==> src/rtl/pipeline_hazard_ctrl.sv <==
// pipeline_hazard_ctrl: stall/flush sequencer for the 5-stage pipeline.
// It handles freeze-time redirect replay and keeps saturating stall/flush counters.
module pipeline_hazard_ctrl #(
   parameter int XLEN  = 32,
   parameter int CNT_W = 16
) (
   input  logic             clk,
   input  logic             rst_n,
   input  logic [4:0]       id_rs1,
   input  logic [4:0]       id_rs2,
   input  logic             id_use_rs1,
   input  logic             id_use_rs2,
   input  logic [4:0]       ex_rd,
   input  logic             ex_mem_read,
   input  logic             ex_redirect,
   input  logic [XLEN-1:0]  ex_redirect_pc,
   input  logic             imem_ready,
   input  logic             dmem_busy,
   output logic             pc_stall,
   output logic             pc_redirect,
   output logic [XLEN-1:0]  pc_redirect_target,
   output logic             if_id_stall,
   output logic             if_id_flush,
   output logic             id_ex_stall,
   output logic             id_ex_flush,
   output logic             ex_mem_stall,
   output logic             mem_wb_flush,
   output logic [1:0]       ctrl_state,
   output logic [CNT_W-1:0] stall_cnt,
   output logic [CNT_W-1:0] flush_cnt
);
   typedef enum logic [1:0] {RUN = 2'd0, MEM_WAIT = 2'd1, REPLAY = 2'd2} state_t;
   state_t state, state_nx;
   logic pend, pend_nx;
   logic [XLEN-1:0] pend_pc, pend_pc_nx;
   logic load_use, busy, live, redir, lu, ifw;
   always_comb begin
      load_use = ex_mem_read && ex_rd != 5'd0 &&
                 ((id_use_rs1 && ex_rd == id_rs1) || (id_use_rs2 && ex_rd == id_rs2));
      busy  = rst_n && dmem_busy;
      live  = rst_n && !dmem_busy;
      redir = live && (state == REPLAY || ex_redirect);
      lu    = live && !redir && load_use;
      ifw   = live && !redir && !load_use && !imem_ready;
      pc_stall     = busy || lu || ifw;
      pc_redirect  = redir;
      if_id_stall  = busy || lu;
      if_id_flush  = redir || ifw;
      id_ex_stall  = busy;
      id_ex_flush  = redir || lu;
      ex_mem_stall = busy;
      mem_wb_flush = busy;
      pc_redirect_target = !rst_n ? '0 : state == REPLAY ? pend_pc : ex_redirect_pc;
      ctrl_state = state;
      // a redirect seen during a freeze is remembered and replayed once memory is done
      state_nx   = dmem_busy ? (state == REPLAY ? REPLAY : MEM_WAIT) :
                   (state == MEM_WAIT && pend) ? REPLAY : RUN;
      pend_nx    = dmem_busy ? (pend || ex_redirect) : (pend && state != REPLAY);
      pend_pc_nx = (dmem_busy && ex_redirect) ? ex_redirect_pc : pend_pc;
   end
   always_ff @(posedge clk or negedge rst_n) begin
      if (!rst_n) begin
         state     <= RUN;
         pend      <= 1'b0;
         pend_pc   <= '0;
         stall_cnt <= '0;
         flush_cnt <= '0;
      end else begin
         state   <= state_nx;
         pend    <= pend_nx;
         pend_pc <= pend_pc_nx;
         if (pc_stall && stall_cnt != '1) stall_cnt <= stall_cnt + 1'b1;
         if (pc_redirect && flush_cnt != '1) flush_cnt <= flush_cnt + 1'b1;
      end
   end
endmodule

==> config.mk <==
export PLATFORM = sky130hd
export DESIGN_NAME = pipeline_hazard_ctrl
export DESIGN_NICKNAME = d
export VERILOG_FILES = /design/src/rtl/pipeline_hazard_ctrl.sv
export SDC_FILE = /design/constraint.sdc
export NUM_CORES = 1
export LEC_CHECK = 0
export ABC_AREA = 1
export CAP_MARGIN = 20
export CORE_MARGIN = 8
export CORE_UTILIZATION = 47
export DETAILED_ROUTE_END_ITERATION = 10
export GPL_TIMING_DRIVEN = 1
export PLACE_DENSITY = 0.82
export SLEW_MARGIN = 20
export SYNTH_ARGS = -nofsm -noshare
export SYNTH_HDL_FRONTEND = slang
export SYNTH_SLANG_ARGS = --single-unit
export TNS_END_PERCENT = 10
==> constraint.sdc <==
create_clock -name clk -period 2.1 [get_ports clk]
set_clock_uncertainty 0.05 [all_clocks]
set_input_delay 0.42 -clock clk [delete_from_list [all_inputs] [get_ports clk]]
set_output_delay 0.42 -clock clk [all_outputs]
set_load 0.005 [all_outputs]
---- Word level (Yosys, flattened, before mapping) ----
Cells that the tools add are included.
word-level totals
  register bits ........................... 67
  bits in latches ......................... 0
  bits in writable memories ............... 0
  memory bits (read-only) ................. 0
  output and inout bits ................... 74
  memories ................................ 0
cells by class
  shift-type cells ........................ 0
  equal/unequal tests ..................... 7
  reduce and logical (&&, ||, !) cells .... 28
  multipliers ............................. 0
  add/sub/neg operators ................... 2
  div/mod/pow operators ................... 0
  bitwise gates (word level) .............. 0
  magnitude comparators ................... 0
  muxes and demuxes ....................... 6
operator list
  cell                                           count
  two-way mux 32 bit                             2
  adder 16 x 1 -> 16 bit, second input constant  2
  != test 16 bit, second input constant          2
  logical AND 1 bit                              16
  == test 5 bit                                  2
  logical OR 1 bit                               7
  two-way mux 2 bit                              3
  nonzero test 5 bit                             1
  zero test 1 bit                                4
  == test 2 x 1 -> 1 bit, second input constant  1
  == test 2 bit, second input constant           1
  != test 2 bit, second input constant           1
  two-way mux 1 bit                              1

---- Logic depth before layout (Yosys ltp) ----
  word-level depth ........................ 9
  mapped depth ............................ 13

---- Least setup slack after synthesis ----
No wires, ideal clock.
  path type ............................... register to output
  start ................................... reg state[1] (netlist: ctrl_state[1])
  end ..................................... out pc_redirect_target[10]
  cell stages (with the launch flop) ...... 8
  buffers on the path ..................... 2
  setup slack ............................. 0.342 ns
  arrival time ............................ 1.288 ns
  cell sequence ........................... dfrtp_1 inv_2 nor2_4 inv_2 clkbuf_1 clkbuf_1 o21ai_0 a21oi_1
between the ends
  word-level cells in the longest chain between the ends .. 3
RTL lines
  what                              RTL line  RTL
  start: declaration                33        state_t state, state_nx;
  start signal: assignment          69        state <= state_nx;
  == test 2 bit                     53        pc_redirect_target = !rst_n ? '0 : state == REPLAY ? pend_pc : ex_redirect_pc;
  two-way mux 32 bit (2 in series)  53
  end: declaration                  21        output logic [XLEN-1:0] pc_redirect_target,
Every way passes these cells.

---- Worst setup path in the final report ----
  start ................................... reg state[0] (netlist: ctrl_state[0])
  end ..................................... out pc_redirect_target[21]
The elaborated chain is that of the path after synthesis.

==> flow_metrics.py <==
metrics = {
    "final_layout": {
        "area_growth_pct": 48.2,
        "fillers": 646,
        "final_cell_area_um2": 5790,
        "fin_cells": 779,
        "antenna_cells": 0,
        "seqCellArea_um2": 1680,
        "drive_above_1_share": 0.224,
        "multiInputGateArea_um2": 1970,
        "nNetsFinal": 726,
        "postLayoutCoreUtil": 0.712,
    },
    "floorplanning": {
        "num_io_pins": 129,
        "die_h_um": 107,
        "rows": 33,
        "start_util": 0.481,
        "die-area_um2": 11500,
        "fp.dieW_um": 107,
        "core_area_um2": 8130,
    },
    "sta": {
        "rsz0062_at_grt": "yes",
        "hold_viol": 0,
        "fin_crit_ns": 2.10,
        "timing.fmax_mhz": 476,
        "period_share": 0.999,
        "tightest_slew_ns": 0.454,
        "setup_viol": 0,
        "final.setup.tns_ns": 0,
        "report.final.slew_viol_count": 0,
        "relSlewSlack": 0.695,
    },
    "global_routing": {
        "grt_use_total": 0.193,
        "grt_pass1_wl_um": 18300,
        "antenna_found_initial": 0,
        "grt_overflow_total": 0,
        "grt_pass1_vias": 3954,
        "grt_start_max_net_pins": 66,
    },
    "routing": {
        "drt-total-wl_um": 11300,
        "route.detailed.drc": 0,
        "first_iter_violations": 139,
        "wire_per_inst_um": 14.5,
        "antenna_left": 0,
        "vias_per_cell": 5.11,
        "dr_total_vias": 3977,
        "drtPass1Iterations": 4,
    },
    "placed_design": {
        "routabilityCongestion": 0.902,
        "dpl.cell_count": 753,
        "dp_hpwl_um": 8250,
        "placed_cell_area_um2": 5430,
        "port_buffers": 128,
    },
    "logic_synthesis": {
        "syn-cell-area_um2": 3910,
        "avgSynthCellArea_um2": 7.53,
        "yosysWarnings": 0,
        "synth.yosys.seq_area_share": 0.429,
        "ys_ff_latch": 67,
        "syn-num-nets": 576,
        "syn_inst": 519,
        "ys_types": 28,
    },
    "power": {
        "ir_drop_mv": 0.628,
        "power.leakage_nw": 2.85,
        "power.density_nw_per_um2": 659,
        "power_mw": 3.82,
    },
    "run": {
        "maxCapViolations": 0,
    },
    "worst_setup_path": {
        "r2r-start": "ctrl_state[1]",
        "cp.required_ns": 1.63,
        "crit_type": "reg -> out",
        "end_kind": "primary output",
        "worst_setup_path_start_kind": "flip-flop",
        "critPathMaxFanout": 24,
        "crit_arrival_ns": 1.63,
        "crit_start": "ctrl_state[0]",
    },
    "hold_path": {
        "worst_hold_path_type": "in -> async",
    },
    "clock_network": {
        "clkLatencyLatePin_ns": 0.33,
        "clk_pin_slew_ns": 0.08,
        "cts_buffers": 9,
        "clockBufferDepth": 2,
        "htree_levels": 3,
        "cts.sinks": 67,
        "cts_tree": "done",
        "root_buffer": "clkbuf_8",
    },
    "run_status": {
        "status": "finished clean",
    },
}
## path summary, 6_finish.rpt
kind	end	slack (ns)	cells after the start
min in group clk	pend_pc[0]	0.44	2
max in group asynchronous	stall_cnt[5]	1.52	3
max	pc_redirect_target[21]	0.001	6
min reg2reg	pend_pc[0]	0.44	2
min	pend_pc[7]	0.03	2
max reg2reg	stall_cnt[5]	0.21	12
## layer usage
metal | routed length, µm | global-route usage | vias to the layer above
met3 | 781 | 0.0534 | 13
met1 | 4580 | 0.229 | 1897
met4 | 127 | 0.0593 | 0
met5 | 0 | 0 | -
li1 | - | - | 1944
met2 | 5810 | 0.332 | 123
## state kept, by name (all words and copies together) (netlist names)
signal,cells
pend,1
pend_pc,32
stall_cnt,16
flush_cnt,16
ctrl_state,2
## where the power goes
group	internal [mW]	switching [mW]
registers	1.46	0.191
logic	0.557	0.491
clock network	0.613	0.508
## layout make-up
| type | instances | area share |
|---|---|---|
| clock inverter | 4 | 0.00842 |
| inverter | 80 | 0.0523 |
| multi-input combinational | 349 | 0.340 |
| timing repair buffer | 162 | 0.261 |
| sequential | 67 | 0.289 |
| clock buffer | 12 | 0.0268 |
| tap | 105 | 0.0227 |
## stage by stage
stage                     setup slack, ns  hold slack [ns]
after floorplan                     0.342           0.0744
after global placement             -0.496            0.365
after detailed placement           -0.552            0.364
after CTS                          -0.109          0.00152
after global routing              -0.0821           0.0144
final                             0.00116           0.0298
## cell usage in the layout, fill, tap and decap left out, drive strengths merged, types with 7 or more instances in the layout
| cell | Yosys | routed |
|---|---|---|
| a21oi | 33 | 33 |
| buf | 6 | 47 |
| clkbuf | 17 | 27 |
| clkdlybuf4s50 | 0 | 72 |
| dfrtp | 67 | 67 |
| dlygate4sd2 | 0 | 24 |
| inv | 80 | 80 |
| nand2 | 133 | 133 |
| nand3 | 40 | 40 |
| nor2 | 26 | 26 |
| nor3 | 12 | 12 |
| o21ai | 68 | 68 |
| xnor2 | 7 | 7 |
| xor2 | 19 | 19 |
## timing repair
| item | in CTS | in global routing |
|---|---|---|
| gates resized for setup | 114 | 96 |
| hold buffers | 0 | 0 |
| cloned | 1 | 3 |
| setup endpoints to repair | 54 | 51 |
| buffers inserted | 6 | 0 |
| pin swaps | 16 | 4 |
| endpoints found under the hold margin | 0 | 0 |
## worst max-delay path, cell delays in order, from the launching register on
cell and delay, ns:
dfrtp_1 0.41, nor2_4 0.14, inv_4 0.06, buf_4 0.15, buf_16 0.17, a21oi_1 0.19
buf_2 0.16
## Yosys cell counts
master | n | area share
nor4_4 | 1 | 0.0054
dfrtp_1 | 67 | 0.43
nand3b_1 | 1 | 0.0019
xor2_1 | 19 | 0.043
nand3_2 | 12 | 0.031
inv_1 | 72 | 0.069
nor3_1 | 9 | 0.012
buf_6 | 2 | 0.0058
nor2_1 | 22 | 0.021
nand2_1 | 131 | 0.13
xnor2_1 | 7 | 0.016
nand2_2 | 1 | 0.0016
nor3_2 | 3 | 0.0077
buf_4 | 3 | 0.0058
o21ai_1 | 16 | 0.020
o21ai_0 | 52 | 0.067
o21bai_1 | 1 | 0.0019
nand2_4 | 1 | 0.0029
buf_8 | 1 | 0.0038
a211oi_4 | 1 | 0.0051
ha_1 | 2 | 0.0064
a21oi_1 | 33 | 0.042
nand4_1 | 5 | 0.0080
nor2_4 | 2 | 0.0058
clkbuf_1 | 17 | 0.016
nand3_1 | 28 | 0.036
nor2_2 | 2 | 0.0032
inv_2 | 8 | 0.0077
## cell families after synthesis
group | count (synthesis) | synth area share
AOI/OAI and AO/OA | 103 | 0.136
xor gates and xnor gates | 26 | 0.0583
adders and majority gates | 2 | 0.00640
buffers and inverters | 103 | 0.109
DFF | 67 | 0.429
and+or+nand+nor | 218 | 0.262
No activity file was read; power rests on OpenSTA's default activity.
